## src/rtl/grn_ctrl_pkg.sv

```systemverilog
// Shared types and constants for the GRN attractor controller.
//   state_e    : controller FSM states
//   CNT_W_DEF  : default width of the step/period counters
//   STROBE_LAT : cycles from a registered strobe to the node update becoming visible
package grn_ctrl_pkg;

   typedef enum logic [3:0] {
      StIdle,
      StLoad,
      StSettle,
      StStep,
      StCheck,
      StPstep,
      StPcheck,
      StDone,
      StTimeout
   } state_e;

   localparam int unsigned CNT_W_DEF  = 16;
   localparam int unsigned STROBE_LAT = 1;

endpackage

```

## src/rtl/grn_attractor_ctrl_if.sv

```systemverilog
// Bundle between the attractor controller, its host and the GRN node array.
// Host side:  go, init_vec (to ctrl); busy, done, timeout, meet_steps, period (from ctrl)
// Node side:  s0_vec, s1_vec (to ctrl); init_state, reset_nos, start_s0, start_s1 (from ctrl)
// Optional (ATTRACTOR_SNAP_EN): snap_vec, a state captured on the attractor.
// slave  : the controller's view
// master : the host/node-array view
interface grn_attractor_ctrl_if
   import grn_ctrl_pkg::*;
#(
   parameter int unsigned N_NODES = 38,
   parameter int unsigned CNT_W   = CNT_W_DEF
);

   logic               go;
   logic [N_NODES-1:0] init_vec;
   logic [N_NODES-1:0] s0_vec;
   logic [N_NODES-1:0] s1_vec;
   logic [N_NODES-1:0] init_state;
   logic               reset_nos;
   logic               start_s0;
   logic               start_s1;
   logic               busy;
   logic               done;
   logic               timeout;
   logic [CNT_W-1:0]   meet_steps;
   logic [CNT_W-1:0]   period;
`ifdef ATTRACTOR_SNAP_EN
   logic [N_NODES-1:0] snap_vec;
`endif

   modport slave (
      input  go,
      input  init_vec,
      input  s0_vec,
      input  s1_vec,
      output init_state,
      output reset_nos,
      output start_s0,
      output start_s1,
      output busy,
      output done,
      output timeout,
      output meet_steps,
      output period
`ifdef ATTRACTOR_SNAP_EN
      , output snap_vec
`endif
   );

   modport master (
      output go,
      output init_vec,
      output s0_vec,
      output s1_vec,
      input  init_state,
      input  reset_nos,
      input  start_s0,
      input  start_s1,
      input  busy,
      input  done,
      input  timeout,
      input  meet_steps,
      input  period
`ifdef ATTRACTOR_SNAP_EN
      , input snap_vec
`endif
   );

endinterface

```

## src/rtl/grn_vec_cmp.sv

```systemverilog
// Purely combinational N_NODES-wide equality compare of two network states.
//   a, b : state vectors
//   eq   : high when a == b
module grn_vec_cmp
   import grn_ctrl_pkg::*;
#(
   parameter int unsigned N_NODES = 38
) (
   input  logic [N_NODES-1:0] a,
   input  logic [N_NODES-1:0] b,
   output logic               eq
);

   assign eq = (a == b);

endmodule

```

## src/rtl/grn_attractor_ctrl.sv

```systemverilog
// Drives the GRN node array through Floyd cycle detection (tortoise s0, hare s1),
// then measures the attractor period by stepping only the hare.
// Ports: clk, rst (sync, active-high); bus (grn_attractor_ctrl_if.slave) carrying
//   go/init_vec in, busy/done/timeout/meet_steps/period out, node strobes and
//   init_state out, s0_vec/s1_vec in.
// Optional: define ATTRACTOR_SNAP_EN to add bus.snap_vec (s0 state captured at meet).
module grn_attractor_ctrl
   import grn_ctrl_pkg::*;
#(
   parameter int unsigned N_NODES   = 38,
   parameter int unsigned CNT_W     = CNT_W_DEF,
   parameter int unsigned MAX_STEPS = 1000
) (
   input logic                 clk,
   input logic                 rst,
   grn_attractor_ctrl_if.slave bus
);

   localparam logic [CNT_W-1:0] MaxCnt = CNT_W'(MAX_STEPS);
   localparam logic [CNT_W-1:0] SatCnt = '1;

   state_e             state_q, state_d;
   logic [N_NODES-1:0] init_q, init_d;
   logic [CNT_W-1:0]   k_q, k_d;
   logic [CNT_W-1:0]   p_q, p_d;
   logic [CNT_W-1:0]   meet_q, meet_d;
   logic [CNT_W-1:0]   period_q, period_d;
   logic               done_q, done_d;
   logic               tmo_q, tmo_d;
   logic               reset_nos_q, reset_nos_d;
   logic               start_s0_q, start_s0_d;
   logic               start_s1_q, start_s1_d;
   logic               busy_q, busy_d;
   logic               vec_eq;
`ifdef ATTRACTOR_SNAP_EN
   logic [N_NODES-1:0] snap_q, snap_d;
`endif

   // One comparator shared by the Floyd check and the period check.
   grn_vec_cmp #(
      .N_NODES (N_NODES)
   ) u_cmp (
      .a  (bus.s0_vec),
      .b  (bus.s1_vec),
      .eq (vec_eq)
   );

   always_comb begin
      state_d  = state_q;
      init_d   = init_q;
      k_d      = k_q;
      p_d      = p_q;
      meet_d   = meet_q;
      period_d = period_q;
      done_d   = done_q;
      tmo_d    = tmo_q;
`ifdef ATTRACTOR_SNAP_EN
      snap_d   = snap_q;
`endif

      case (state_q)
         StIdle, StDone, StTimeout: begin
            if (bus.go) begin
               state_d  = StLoad;
               init_d   = bus.init_vec;
               k_d      = '0;
               p_d      = '0;
               meet_d   = '0;
               period_d = '0;
               done_d   = 1'b0;
               tmo_d    = 1'b0;
`ifdef ATTRACTOR_SNAP_EN
               snap_d   = '0;
`endif
            end
         end
         StLoad:   state_d = StSettle;
         StSettle: state_d = StStep;
         StStep: begin
            k_d     = (k_q == SatCnt) ? k_q : k_q + 1'b1;
            state_d = StCheck;
         end
         StCheck: begin
            // Odd k leaves the tortoise at x[ceil(k/2)], not x[k/2]; skip those compares.
            if (!k_q[0] && vec_eq) begin
               meet_d  = k_q;
               state_d = StPstep;
`ifdef ATTRACTOR_SNAP_EN
               snap_d  = bus.s0_vec;
`endif
            end else if (k_q == MaxCnt) begin
               tmo_d   = 1'b1;
               state_d = StTimeout;
            end else begin
               state_d = StStep;
            end
         end
         StPstep: begin
            p_d     = (p_q == SatCnt) ? p_q : p_q + 1'b1;
            state_d = StPcheck;
         end
         StPcheck: begin
            if (vec_eq) begin
               period_d = p_q;
               done_d   = 1'b1;
               state_d  = StDone;
            end else if (p_q == MaxCnt) begin
               tmo_d   = 1'b1;
               state_d = StTimeout;
            end else begin
               state_d = StPstep;
            end
         end
         default: state_d = StIdle;
      endcase

      // Strobes are registered from the next state so they are high during
      // the named state and the nodes update on the edge that leaves it.
      reset_nos_d = (state_d == StLoad);
      start_s0_d  = (state_d == StStep);
      start_s1_d  = (state_d == StStep) || (state_d == StPstep);
      busy_d      = !(state_d inside {StIdle, StDone, StTimeout});
   end

   always_ff @(posedge clk) begin
      if (rst) begin
         state_q     <= StIdle;
         init_q      <= '0;
         k_q         <= '0;
         p_q         <= '0;
         meet_q      <= '0;
         period_q    <= '0;
         done_q      <= 1'b0;
         tmo_q       <= 1'b0;
         reset_nos_q <= 1'b0;
         start_s0_q  <= 1'b0;
         start_s1_q  <= 1'b0;
         busy_q      <= 1'b0;
`ifdef ATTRACTOR_SNAP_EN
         snap_q      <= '0;
`endif
      end else begin
         state_q     <= state_d;
         init_q      <= init_d;
         k_q         <= k_d;
         p_q         <= p_d;
         meet_q      <= meet_d;
         period_q    <= period_d;
         done_q      <= done_d;
         tmo_q       <= tmo_d;
         reset_nos_q <= reset_nos_d;
         start_s0_q  <= start_s0_d;
         start_s1_q  <= start_s1_d;
         busy_q      <= busy_d;
`ifdef ATTRACTOR_SNAP_EN
         snap_q      <= snap_d;
`endif
      end
   end

   assign bus.init_state = init_q;
   assign bus.reset_nos  = reset_nos_q;
   assign bus.start_s0   = start_s0_q;
   assign bus.start_s1   = start_s1_q;
   assign bus.busy       = busy_q;
   assign bus.done       = done_q;
   assign bus.timeout    = tmo_q;
   assign bus.meet_steps = meet_q;
   assign bus.period     = period_q;
`ifdef ATTRACTOR_SNAP_EN
   assign bus.snap_vec   = snap_q;
`endif

endmodule

```

## src/flat_wrapper.sv

```systemverilog
// flat-port wrapper written by rule: the top's interface ports become plain ports
module grn_attractor_ctrl_flat import grn_ctrl_pkg::*;
#(
   parameter int unsigned N_NODES   = 38,
   parameter int unsigned CNT_W     = CNT_W_DEF,
   parameter int unsigned MAX_STEPS = 1000
)
  (clk, rst, bus_go, bus_init_vec, bus_s0_vec, bus_s1_vec, bus_init_state, bus_reset_nos, bus_start_s0, bus_start_s1, bus_busy, bus_done, bus_timeout, bus_meet_steps, bus_period);
  grn_attractor_ctrl_if #(.N_NODES(N_NODES), .CNT_W(CNT_W)) bus_i ();
  input logic clk;
  input logic rst;
  input wire logic [$bits(bus_i.go)-1:0] bus_go;
  input wire logic [$bits(bus_i.init_vec)-1:0] bus_init_vec;
  input wire logic [$bits(bus_i.s0_vec)-1:0] bus_s0_vec;
  input wire logic [$bits(bus_i.s1_vec)-1:0] bus_s1_vec;
  output wire logic [$bits(bus_i.init_state)-1:0] bus_init_state;
  output wire logic [$bits(bus_i.reset_nos)-1:0] bus_reset_nos;
  output wire logic [$bits(bus_i.start_s0)-1:0] bus_start_s0;
  output wire logic [$bits(bus_i.start_s1)-1:0] bus_start_s1;
  output wire logic [$bits(bus_i.busy)-1:0] bus_busy;
  output wire logic [$bits(bus_i.done)-1:0] bus_done;
  output wire logic [$bits(bus_i.timeout)-1:0] bus_timeout;
  output wire logic [$bits(bus_i.meet_steps)-1:0] bus_meet_steps;
  output wire logic [$bits(bus_i.period)-1:0] bus_period;
  assign bus_i.go = bus_go;
  assign bus_i.init_vec = bus_init_vec;
  assign bus_i.s0_vec = bus_s0_vec;
  assign bus_i.s1_vec = bus_s1_vec;
  assign bus_init_state = bus_i.init_state;
  assign bus_reset_nos = bus_i.reset_nos;
  assign bus_start_s0 = bus_i.start_s0;
  assign bus_start_s1 = bus_i.start_s1;
  assign bus_busy = bus_i.busy;
  assign bus_done = bus_i.done;
  assign bus_timeout = bus_i.timeout;
  assign bus_meet_steps = bus_i.meet_steps;
  assign bus_period = bus_i.period;
  grn_attractor_ctrl #(.N_NODES(N_NODES), .CNT_W(CNT_W), .MAX_STEPS(MAX_STEPS)) u_core (.clk(clk), .rst(rst), .bus(bus_i));
endmodule
```

## config.mk

```make
export PLATFORM = sky130hd
export DESIGN_NAME = grn_attractor_ctrl_flat
export DESIGN_NICKNAME = d
export VERILOG_FILES = /design/src/rtl/grn_ctrl_pkg.sv /design/src/rtl/grn_attractor_ctrl_if.sv /design/src/rtl/grn_vec_cmp.sv /design/src/rtl/grn_attractor_ctrl.sv /design/src/flat_wrapper.sv
export SDC_FILE = /design/constraint.sdc
export NUM_CORES = 1
export LEC_CHECK = 0
export BUFFER_PORTS_ARGS = -buffer_cell sky130_fd_sc_hd__buf_2
export CAP_MARGIN = 20
export CORE_UTILIZATION = 34
export CTS_CLUSTER_DIAMETER = 100
export DETAILED_ROUTE_END_ITERATION = 10
export PLACE_DENSITY = 0.68
export SYNTH_ARGS = -nofsm -noshare
export SYNTH_HDL_FRONTEND = slang
export SYNTH_SLANG_ARGS = --single-unit
```

## constraint.sdc

```tcl
create_clock -name clk -period 2.4 [get_ports clk]
set_input_delay 0.12 -clock clk [delete_from_list [all_inputs] [get_ports clk]]
set_output_delay 0.12 -clock clk [all_outputs]
set_load 0.05 [all_outputs]
```

# Yosys cells after proc, flatten, opt, wreduce, memory -nomap -nowiden
# Index checks and enable logic that the tools add are counted.
# Widths: inputs -> output; s select.
dict set report word_totals {
  ff_bits 112
  latch_bits 0
  ramBits 0
  mem_bits_ro 0
  in_bits 117
  elab_cells 83
  mem_count 0
}
dict set report op_classes {
  n_addsub 2
  multipliers 0
  div_mod_pow 0
  order_cmp 0
  n_eq_ne 27
  shift 0
  mux 23
  bitwise_logic 0
  reduce_logical 19
}
# cell n
set op_table {}
lappend op_table {{$pmux 16 s2} 4}
lappend op_table {{$mux 16} 5}
lappend op_table {{$eq 38x38->1} 1}
lappend op_table {{$add 16x1->16 const B} 2}
lappend op_table {{$eq 16x10->1 const B} 2}
lappend op_table {{$eq 16x16->1 const B} 2}
lappend op_table {{$pmux 4 s7} 1}
lappend op_table {{$eq 4x3->1 const B} 6}
lappend op_table {{$mux 4} 5}
lappend op_table {{$eq 4x2->1 const B} 3}
lappend op_table {{$reduce_and 3->1} 4}
lappend op_table {{$ne 2x2->1 const B} 5}
lappend op_table {{$eq 4x1->1 const B} 2}
lappend op_table {{$eq 4x4->1 const B} 2}
lappend op_table {{$logic_not 4->1} 2}
lappend op_table {{$ne 2x1->1 const B} 4}
lappend op_table {{$reduce_bool 2->1} 4}
lappend op_table {{$mux 1} 6}
lappend op_table {{$reduce_and 6->1} 1}
lappend op_table {{$reduce_bool 3->1} 2}
lappend op_table {{$pmux 1 s3} 1}
lappend op_table {{$reduce_or 3->1} 1}
lappend op_table {{$logic_not 1->1} 2}
lappend op_table {{$pmux 1 s2} 1}
lappend op_table {{3 further kinds} 3}

# Depth between registers and ports, before layout
dict set report logic_depth {
  ltp_word 7
  ltp_mapped 10
  mapped_depth_nobuf 9
}

# Modules after synthesis
# A second synthesis with hierarchy kept.
dict set report unflattened {
  cells_unflattened 639
  area_unflattened_um2 5152.4
}
# mod instances cells_per_inst area_each_um2
set by_module_without_submodules {}
lappend by_module_without_submodules {grn_attractor_ctrl 1 588 4735.8}
lappend by_module_without_submodules {grn_vec_cmp 1 51 416.6}

# Least setup slack after synthesis
# Ideal clock, no wire load.
dict set report synth_timing {
  kind {register -> register}
  from {register u_core.state_q[1]}
  to {register u_core.start_s1_q (netlist: u_core.bus.start_s1)}
  t_arrival_ps 1934
  slack_ps 351
  path_stages_with_launch 7
  path_buffers 1
  period_less_slack_ps 2049
  path_cell_list {dfxtp_1 clkbuf_1 nor4_1 nand2_1 o211ai_1 a21oi_1 o21a_1}
}
dict set report synth_via {
  elab_chain_len 5
  word_cells_on_any_way 15
  classes_between {10 x eq/ne; 2 x mux; 3 x reduce/logical}
}
# element line
set synth_lines {}
lappend synth_lines {{start: declaration} grn_attractor_ctrl.sv:22} ;# state_e state_q, state_d;
lappend synth_lines {{start signal: assignment} grn_attractor_ctrl.sv:127} ;# state_q <= StIdle;
lappend synth_lines {{start signal: assignment} grn_attractor_ctrl.sv:143} ;# state_q <= state_d;
lappend synth_lines {{$eq 4x3->1 (tied with other cells)} grn_attractor_ctrl.sv:61} ;# case (state_q)
lappend synth_lines {{$reduce_or 3->1} grn_attractor_ctrl.sv:61}
lappend synth_lines {{$pmux 4 s7 *} grn_attractor_ctrl.sv:61}
lappend synth_lines {{$eq 4x2->1 or $eq 4x3->1 (tied branches)} grn_attractor_ctrl.sv:121} ;# start_s1_d = (state_d == StStep) || (state_d == StPstep);
lappend synth_lines {{$logic_or 1x1->1 *} grn_attractor_ctrl.sv:121}
lappend synth_lines {{end signal: assignment} grn_attractor_ctrl.sv:153} ;# start_s1_q <= start_s1_d;
lappend synth_lines {{end: declaration} grn_attractor_ctrl.sv:32} ;# logic start_s1_q, start_s1_d;
# Mark *: on every way between the ends. The rest lies on a longest branch, timed or not.
# A chain may end at the register's enable or synchronous reset.

# Worst setup path in the final report
dict set report layout_timing {
  from {register u_core.state_q[3]}
  to {register u_core.p_q[14]}
}
dict set report layout_via {
  elab_chain_len 4
  word_cells_on_any_way 10
  classes_between {5 x eq/ne; 1 x mux; 4 x reduce/logical}
}
# element line
set layout_lines {}
lappend layout_lines {{$eq 4x3->1 (tied with other cells)} grn_attractor_ctrl.sv:61}
lappend layout_lines {{$reduce_or 3->1} grn_attractor_ctrl.sv:61}
lappend layout_lines {{$ne 2x2->1 (no line) or $reduce_bool 2->1 (tied branches)} -}
lappend layout_lines {{$reduce_and 3->1 (no line)} -}
lappend layout_lines {{end signal: assignment} grn_attractor_ctrl.sv:146} ;# p_q <= p_d;
lappend layout_lines {{end: declaration} grn_attractor_ctrl.sv:25} ;# logic [CNT_W-1:0] p_q, p_d;
# Parallel ways exist; a longest one is shown, timed or not.

==> run_results.csv <==
group,metric,value,unit
status,status,"complete, no violations",
clock_tree,cts_buffer_depth,2,
clock_tree,clock_sinks,112,
synth,ys_types,45,
final_layout,area_growth,36.7,%
clock_tree,cts_tree,"done",
place,numPortBuffers,192,
global_route,antenna_found_initial,0,
synth,synth_top_area_share,44.2,%
timing,period_needed,2190,ps
synth,yosysSeqAreaShare,44.2,%
pwr,p_int,3.20,mW
synth,synth_fp_nets,755,
drt,drt-pass1-iter-count,4,
synth,synth-async-reset-ratio,0,%
final_layout,multi_input_area,0.00263,mm^2
final_layout,final_common_cell,"buf_2",
timing,relSlewSlack,61.4,%
final_layout,finalInstanceArea,0.00694,mm^2
pwr,peakVddDrop,0.582,mV
setup_path,cp.arrival,2470,ps
global_route,grt_pass1_vias,4578,
synth,ys.flop_type,"dfxtp_1",
timing,worst_pin_slew,564,ps
setup_path,required,2680,ps
pwr,clockPowerShare,35.1,%
timing,period_share,91.3,%
drt,ant_nets,0,
pwr,leakagePower,2.90,nW
setup_path,path_class,"flip-flop to flip-flop",
place,placed_area,0.00631,mm^2
timing,finalClockSkew,6.00,ps
timing,hold_violations,0,
pwr,swShare,30.2,%
pwr,power_density,660,mW/mm^2
clock_tree,cts_buffers,9,
place,dpl.hpwl,9.87,mm
drt,via_per_inst,4.81,
floorplan,initial_core_util,34.9,%
floorplan,die_w,124,um
setup_path,start_kind,"flip-flop",
final_layout,final_layout_size_suffix_gt1_share,28.0,%
drt,drt-initial-drc-count,221,
setup_path,critical_path.max_fanout,9,
place,routabilityCongestion,0.814,
global_route,grt_overflow,0,
synth,synth_edf_count,0,
pwr,seqPwrFrac,43.3,%
final_layout,utilization,47.7,%
clock_tree,htreeDepth,3,
drt,routed_wirelength,13.8,mm
synth,ys_ff_latch,112,
clock_tree,path_clk_slew,70,ps
final_layout,diodes,0,
synth,syn_inst,634,
floorplan,row_count,44,
clock_tree,insertion_delay,350,ps
timing,setup_slack,210,ps
global_route,grt.total_usage,17.7,%
final_layout,layout_common_cells,"192 x buf_2, 112 x dfxtp_1, 109 x nand2_1",
synth,synth_top_area_cell,"dfxtp_1",
timing,setup_violations,0,
floorplan,dieArea,0.0154,mm^2
drt,drc,0,
floorplan,ios,193,
synth,syn_area_per_cell,8.00,um^2
timing,rsz0062_at_grt,"false",
drt,routed-via-count,5015,
floorplan,chipHeight,124,um
timing,fin_setup_tns,0,ps
final_layout,final_nets,974,
synth,synth_area_leaders,"dfxtp_1 44%, nand2_1 8.1%, xor2_1 7.6%",
global_route,grt_max_degree,47,
global_route,grt_pass1_wl,21.5,mm
timing,slew_violations,0,
clock_tree,postCtsSetupBuffers,0,
final_layout,seq_area,0.00224,mm^2
setup_path,end_kind,"flip-flop",
clock_tree,root_buffer,"clkbuf_16",
final_layout,fill_cells,1438,
timing,fmax,457,MHz
pwr,p_comb_share,21.6,%
drt,post_drt_wl_per_cell,13.3,um
synth,synth_area,0.00507,mm^2
worst_hold_path,min_path_type,"input port to flip-flop",
pwr,p_sw,1.38,mW
floorplan,core,0.0145,mm^2
synth,synth.yosys.warnings,0,
place,dpl_worst_slack,178,ps
flow_run,max-cap-violations,0,
## registers in the layout, summed over array words and instances (netlist names)
register               flops
u_core.bus.done            1
u_core.bus.start_s1        1
u_core.bus.init_state     38
u_core.bus.busy            1
u_core.bus.start_s0        1
u_core.bus.reset_nos       1
u_core.bus.period         16
u_core.state_q             4
u_core.p_q                16
u_core.k_q                16
u_core.bus.timeout         1
u_core.bus.meet_steps     16
## Yosys cell counts (all sizes together), types with 3 or more instances
cell type	instances
dfxtp	112
nand4	9
or4	3
o211ai	18
xor2	44
nand2	109
or3	4
a21oi	73
and3	6
ha	4
a31oi	16
clkbuf	30
buf	8
nor2	73
xnor2	19
o21ai	10
inv	21
nor3	7
nor3b	3
nor4b	3
nand3	12
nor4	25
and4	3
## area by class of cell
| cell class | count | share of cell area (%) |
|---|---|---|
| inverter | 21 | 1.14 |
| clock inverter | 6 | 1.19 |
| timing repair buffer | 246 | 20.8 |
| clock buffer | 10 | 3.44 |
| sequential | 112 | 32.3 |
| multi-input combinational | 463 | 37.8 |
| tap | 184 | 3.32 |
## power by group through the flow
| stage | combinational (mW) | sequential (mW) | clock (mW) |
|---|---|---|---|
| after CTS | 0.987 | 1.98 | 1.65 |
| after detailed placement | 0.948 | 2.02 | 0 |
| after floorplan | 0.376 | 2.27 | 0 |
| after global placement | 0.942 | 2.02 | 0 |
| after global routing | 1.07 | 1.99 | 1.72 |
| final | 0.990 | 1.98 | 1.61 |
## final timing paths
path	start	slack, ps	end	cells after the start
max	u_core.state_q[3]	210	u_core.p_q[14]	7
min	bus_init_vec[8]	10	u_core.bus.init_state[8]	3
max reg2reg	u_core.state_q[3]	210	u_core.p_q[14]	7
min reg2reg	u_core.bus.init_state[25]	450	u_core.bus.init_state[25]	2
## logic make-up (layout without fill, tap and decap cells)
kind of cell | count (synthesis) | in the layout | share of synthesized area, %
xor+xnor | 63 | 63 | 10.9
fa+ha+maj | 4 | 4 | 0.986
flops | 112 | 112 | 44.2
simple gates | 266 | 266 | 24.3
buf+inv | 59 | 283 | 4.51
compound gates | 130 | 130 | 15.2
## metal layers
metal  GRT usage (%)  part of all wire, %  up-vias
li1                -                    -     2613
met1            22.5                   45     2252
met2            28.8                   48      130
met3            5.36                  5.5       20
met4            5.06                  1.6        0
met5               0                    0        -
## per-stage QoR
step,hold WS [ps],power [mW],instances
after floorplan,256,2.65,634
after global placement,360,2.97,996
after detailed placement,366,2.97,996
after CTS,2.66,4.62,1042
after global routing,8.42,4.78,1042
final,11.2,4.58,1042
## critical path: stages, from the launching register on
cell	delay, ps
dfxtp_1	370
nor2b_1	290
and3_1	270
o21a_2	290
o21ai_1	160
or2_1	290
or3_1	320
a21oi_1	140
## timing repair
action                                 4_1_cts  5_1_grt
endpoints found under the hold margin       30        0
hold buffers                                30        0
resized for setup                            0        1
setup endpoints to repair                    0        3
Power figures use the tool's default switching activity.
